`config.mk`:
```
export PLATFORM = sky130hd
export DESIGN_NAME = led_zone_rd_ctrl
export DESIGN_NICKNAME = d
export VERILOG_FILES = /design/src/rtl/led_zone_rd_ctrl.sv
export SDC_FILE = /design/constraint.sdc
export NUM_CORES = 1
export LEC_CHECK = 0
export CELL_PAD_IN_SITES_DETAIL_PLACEMENT = 0
export CELL_PAD_IN_SITES_GLOBAL_PLACEMENT = 1
export CORE_MARGIN = 2
export CORE_UTILIZATION = 45
export CTS_CLUSTER_SIZE = 30
export DETAILED_ROUTE_END_ITERATION = 7
export GPL_ROUTABILITY_DRIVEN = 0
export GPL_TIMING_DRIVEN = 0
export PLACE_DENSITY_LB_ADDON = 0.1
export SETUP_SLACK_MARGIN = 0.2
export SYNTH_ARGS = -nofsm -noshare
export SYNTH_HDL_FRONTEND = slang
export SYNTH_SLANG_ARGS = --single-unit
```
`constraint.sdc`:
```
create_clock -name clk -period 4 [get_ports clk]
set_input_delay 0.8 -clock clk [delete_from_list [all_inputs] [get_ports clk]]
set_output_delay 0.8 -clock clk [all_outputs]
set_load 0.1 [all_outputs]
```
`src/rtl/led_zone_rd_ctrl.sv`:
```
// Pulls ZONE_NUM brightness bytes from the zone FIFO per frame_start and streams them out indexed.
// Latency: 2 cycles from fifo_rd_en to zone_valid with an empty buffer; 1 byte/cycle sustained.
// Backpressure: zone_ready low fills the 2-entry skid buffer, then reads stop; an empty FIFO stalls reads.
module led_zone_rd_ctrl #(
    parameter int DATA_WIDTH = 8,
    parameter int ZONE_NUM   = 64,
    parameter int IDX_WIDTH  = 10
) (
    input  logic                  clk,
    input  logic                  rst_n,
    input  logic                  frame_start,
    output logic                  fifo_rd_en,
    input  logic [DATA_WIDTH-1:0] fifo_rd_data,
    input  logic                  fifo_rd_empty,
    output logic                  zone_valid,
    input  logic                  zone_ready,
    output logic [DATA_WIDTH-1:0] zone_data,
    output logic [IDX_WIDTH-1:0]  zone_idx,
    output logic                  zone_last,
    output logic                  busy,
    output logic                  frame_done,
    output logic                  frame_overrun
);

    localparam logic [IDX_WIDTH:0] ZONE_NUM_C  = (IDX_WIDTH+1)'(ZONE_NUM);
    localparam logic [IDX_WIDTH:0] ZONE_LAST_C = (IDX_WIDTH+1)'(ZONE_NUM - 1);
    localparam logic [IDX_WIDTH:0] CNT_ONE_C   = (IDX_WIDTH+1)'(1);

    typedef enum logic [1:0] {
        ST_IDLE  = 2'd0,
        ST_READ  = 2'd1,
        ST_DRAIN = 2'd2,
        ST_DONE  = 2'd3
    } state_t;

    state_t                state_q, state_d;
    logic [IDX_WIDTH:0]    rd_cnt_q, rd_cnt_d;
    logic [IDX_WIDTH:0]    out_cnt_q, out_cnt_d;
    logic [1:0]            buf_cnt_q, buf_cnt_d;
    logic                  inflight_q;
    logic [DATA_WIDTH-1:0] buf_mem_q [2];
    logic                  wr_ptr_q, rd_ptr_q;
    logic                  frame_done_q, frame_overrun_q;
    logic                  pop;
    logic [2:0]            credit_used;

    assign zone_valid    = (buf_cnt_q != 2'd0);
    assign pop           = zone_valid && zone_ready;
    assign zone_data     = buf_mem_q[rd_ptr_q];
    assign zone_idx      = out_cnt_q[IDX_WIDTH-1:0];
    assign zone_last     = zone_valid && (out_cnt_q == ZONE_LAST_C);
    assign busy          = (state_q != ST_IDLE);
    assign frame_done    = frame_done_q;
    assign frame_overrun = frame_overrun_q;

    // Buffered plus in-flight bytes, net of this cycle's pop, must leave room for one more.
    assign credit_used = 3'(buf_cnt_q) + 3'(inflight_q) - 3'(pop);
    assign fifo_rd_en  = (state_q == ST_READ) && !fifo_rd_empty &&
                         (rd_cnt_q < ZONE_NUM_C) && (credit_used < 3'd2);

    assign buf_cnt_d = buf_cnt_q + 2'(inflight_q) - 2'(pop);

    always_comb begin
        state_d   = state_q;
        rd_cnt_d  = rd_cnt_q;
        out_cnt_d = out_cnt_q;
        if (fifo_rd_en) begin
            rd_cnt_d = rd_cnt_q + CNT_ONE_C;
        end
        if (pop) begin
            out_cnt_d = out_cnt_q + CNT_ONE_C;
        end
        case (state_q)
            ST_IDLE: begin
                if (frame_start) begin
                    state_d   = ST_READ;
                    rd_cnt_d  = '0;
                    out_cnt_d = '0;
                end
            end
            ST_READ: begin
                if (rd_cnt_q == ZONE_NUM_C) begin
                    state_d = ST_DRAIN;
                end
            end
            ST_DRAIN: begin
                if (pop && zone_last) begin
                    state_d = ST_DONE;
                end
            end
            ST_DONE: begin
                state_d = ST_IDLE;
            end
            default: begin
                state_d = ST_IDLE;
            end
        endcase
    end

    always_ff @(posedge clk or negedge rst_n) begin
        if (!rst_n) begin
            state_q         <= ST_IDLE;
            rd_cnt_q        <= '0;
            out_cnt_q       <= '0;
            buf_cnt_q       <= '0;
            inflight_q      <= 1'b0;
            wr_ptr_q        <= 1'b0;
            rd_ptr_q        <= 1'b0;
            buf_mem_q[0]    <= '0;
            buf_mem_q[1]    <= '0;
            frame_done_q    <= 1'b0;
            frame_overrun_q <= 1'b0;
        end else begin
            state_q         <= state_d;
            rd_cnt_q        <= rd_cnt_d;
            out_cnt_q       <= out_cnt_d;
            buf_cnt_q       <= buf_cnt_d;
            inflight_q      <= fifo_rd_en;
            frame_done_q    <= (state_d == ST_DONE);
            frame_overrun_q <= frame_start && (state_q != ST_IDLE);
            // FIFO data lands one cycle after the strobe; capture it into the tail slot.
            if (inflight_q) begin
                buf_mem_q[wr_ptr_q] <= fifo_rd_data;
                wr_ptr_q            <= !wr_ptr_q;
            end
            if (pop) begin
                rd_ptr_q <= !rd_ptr_q;
            end
        end
    end

endmodule
```
==> results of run 1 <==
-- area by class of cell --
type | instances | area [sq um] | share of cell area
buffer | 15 | 101 | 0.0354
clock buffer | 5 | 68.8 | 0.0241
clock inverter | 3 | 43.8 | 0.0153
inverter | 7 | 28.8 | 0.0101
multi-input combinational | 127 | 947 | 0.331
sequential | 47 | 1180 | 0.411
tap | 67 | 83.8 | 0.0293
timing repair buffer | 40 | 410 | 0.143
-- stage by stage --
step / cell area (sq um) / util / hold WS, ns / setup WS [ns] / TNS [ns]
after floorplan: 2230 / - / 0.461 / 0.314 / 0
after global placement: 2680 / 0.563 / 0.473 / -1.02 / -1.02
after detailed placement: 2690 / 0.567 / 0.489 / -1.09 / -1.09
after CTS: 2840 / 0.598 / 0.424 / 0.204 / 0
after global routing: 2860 / 0.602 / 0.435 / 0.420 / 0
final: 2860 / 0.602 / 0.426 / 0.548 / 0
-- state kept, by name, indices dropped and copies added, names as in the netlist --
signal	flops
wr_ptr_q	1
buf_cnt_q	2
frame_overrun	1
out_cnt_q	11
rd_ptr_q	1
rd_cnt_q	11
frame_done	1
inflight_q	1
state_q	2
buf_mem_q	16
-- routing by layer --
metal	track usage	vias up	share of wire
li1	-	753	-
met1	0.222	749	0.45
met2	0.308	30	0.50
met3	0.0488	5	0.043
met4	0.0476	0	0.013
met5	0	-	0
-- worst reg2reg max path, delay by kind of cell (launching register included) --
kind / cells / cell delay [ns]
compound gates: 2 / 0.43
fa+ha+maj: 2 / 0.66
buf+inv: 2 / 0.33
flops: 1 / 0.45
simple gates: 5 / 0.94
-- repair_timing --
item	CTS	global route
hold endpoints to repair	0	0
setup buffers	2	1
endpoints found under the setup margin	1	1
pin swaps	1	1
resized for setup	13	4
-- cells in the final DEF (no fill, tap or decap), drive strengths merged, types with 5 or more instances in the layout --
cell	instances
dfrtp	47
clkdlybuf4s50	33
mux2	24
buf	17
nor2	14
nand2	13
xnor2	9
clkbuf	9
a21oi	7
inv	7
o21ai	7
nor4	7
nor2b	6
nand3	5
-- worst max-delay path by stage --
| stage | start | endpoint |
|---|---|---|
| floorplan | zone_ready | fifo_rd_en |
| global placement | zone_ready | fifo_rd_en |
| detailed placement | zone_ready | fifo_rd_en |
| CTS | zone_ready | fifo_rd_en |
| global route | zone_ready | fifo_rd_en |
| finish | zone_ready | fifo_rd_en |
-- cell families after synthesis --
logic type,Yosys count,share of synthesized area
buf+inv,22,0.0543
compound gates,17,0.0420
mux,25,0.125
flops,47,0.526
fa+ha+maj,5,0.0314
simple gates,67,0.170
xor+xnor,13,0.0510
==> run summary, run 1 <==
Reg-to-reg slack, setup: 1.11 ns
Crit path buffers/inverters: 3
Core box area: 4750 sq um
Die ar.: 5550 sq um
Final period util: 0.863
Crit. End Element: output pin
Worst skew pair latency: 0.30 ns
Syn_nets: 214
Area grow syn2layout: 28.0%
Result of the run: finished, final reports clean
Post-Route WL: 4.26 mm
Layout cell share with drive strength beyond 1: 0.242
Synth area leaders: dfrtp_1, mux2_2, xnor2_1, buf_4, nor2_1
Clock root buffer: clkbuf_8
Die Wd: 74.5 um
RR Startpoint: buf_cnt_q[1]
Max-cap violations: 0
Total global-route track usage: 0.178
Via density: 4.94
PortBufs: 36
Routed via count: 1537
# hold bufs at CTS: 0
First-pass GRT wire length: 7.49 mm
Slew Limit Fails: 0
Synth Register Bits: 47
Pin count of the biggest net entering global routing: 33
Nets@finish: 261
Sequential area share after synthesis: 0.526
Syn avg cell area: 11.4 sq um
Crit Path Class: input pin to output pin
IO Pins: 37
F_max: 290 MHz
Final-report setup violation count: 0
Crit path depth: 10
DRC violations left: 0
Initial Utilization: 0.470
Minimum clock period: 3.45 ns
Final std cells w/o fill: 311
Hold Crit Class: input pin to async pin
Top cell type's share of synthesized area: 0.526
HPWL Detailed: 3.10 mm
Cts bufs inserted: 5
Critical Path AT: 2.65 ns
Worst setup SP type: input pin
Row cnt: 25
DR WL/cell: 13.7 um
FF-to-FF End: rd_cnt_q[4]
Clk sinks: 47
Initial drt markers: 52
Least-Margin Pin Slew: 0.973 ns
CTS tree: done
Clk slew on worst S/H paths: 0.09 ns
Post-synth EDFFs: 0
Ys Warns: 0
Total grt overflow: 0
DRT Pass-1 Iters: 4
Synthesized instance count: 196
Cell Chain, Critical Path: dlymetal6s2s_1 > o21a_2 > nand2b_1 > nand2_1 > ha_1 > fa_1 > nor3_2 > nand4_2 > inv_4 > buf_12
Die Span Y: 74.5 um
Yosys top cell by area: dfrtp_1
Final hold viol count: 0
Clock skew: 0.00909 ns
Ys async rst share: 1.00
Commonest cells in the synthesized netlist: dfrtp_1, mux2_2, nor2_1
Crit path max-delay family: adder cells
Vias in the first global route: 1645
Crit path max fanout: 5
Dpl cells: 300
Clk buf depth: 2
H-tree levels: 2
Initial antenna violation count: 0
Synth Flop Type: dfrtp_1
Data required, critical path: 3.20 ns
Critical path's largest stage delay: 0.47 ns
Post-synthesis cell type count: 32
Top-count cell post-synth: dfrtp_1
RSZ-0062 raised after global routing: no
R2R cell count: 11
N_diodes: 0
Slew HR: 0.349
Fill cell count: 410
Mapped Area: 2230 sq um
ANT nets after route: 0
Critical path's slowest cell: fa_1
Power of run 1 is left out: the tool's default activity adds up to more than one toggle a clock period on the data nets, which glitch-free logic cannot reach.
==> run 2: changes to the inputs <==
--- a/config.mk
+++ b/config.mk
@@ -15,6 +15,7 @@
 export GPL_TIMING_DRIVEN = 0
 export PLACE_DENSITY_LB_ADDON = 0.1
 export SETUP_SLACK_MARGIN = 0.2
+export SKIP_LAST_GASP = 1
 export SYNTH_ARGS = -nofsm -noshare
 export SYNTH_HDL_FRONTEND = slang
 export SYNTH_SLANG_ARGS = --single-unit
==> results of run 2 <==
The final DEF is identical to that of run 1; final timing and power are the same.
Power of run 2 is left out for the same reason.
==> run 3: changes to the inputs <==
--- a/config.mk
+++ b/config.mk
@@ -5,6 +5,7 @@
 export SDC_FILE = /design/constraint.sdc
 export NUM_CORES = 1
 export LEC_CHECK = 0
+export CAP_MARGIN = 10
 export CELL_PAD_IN_SITES_DETAIL_PLACEMENT = 0
 export CELL_PAD_IN_SITES_GLOBAL_PLACEMENT = 1
 export CORE_MARGIN = 2
==> results of run 3 <==
The final DEF is identical to that of run 1; final timing and power are the same.
Power of run 3 is left out for the same reason.
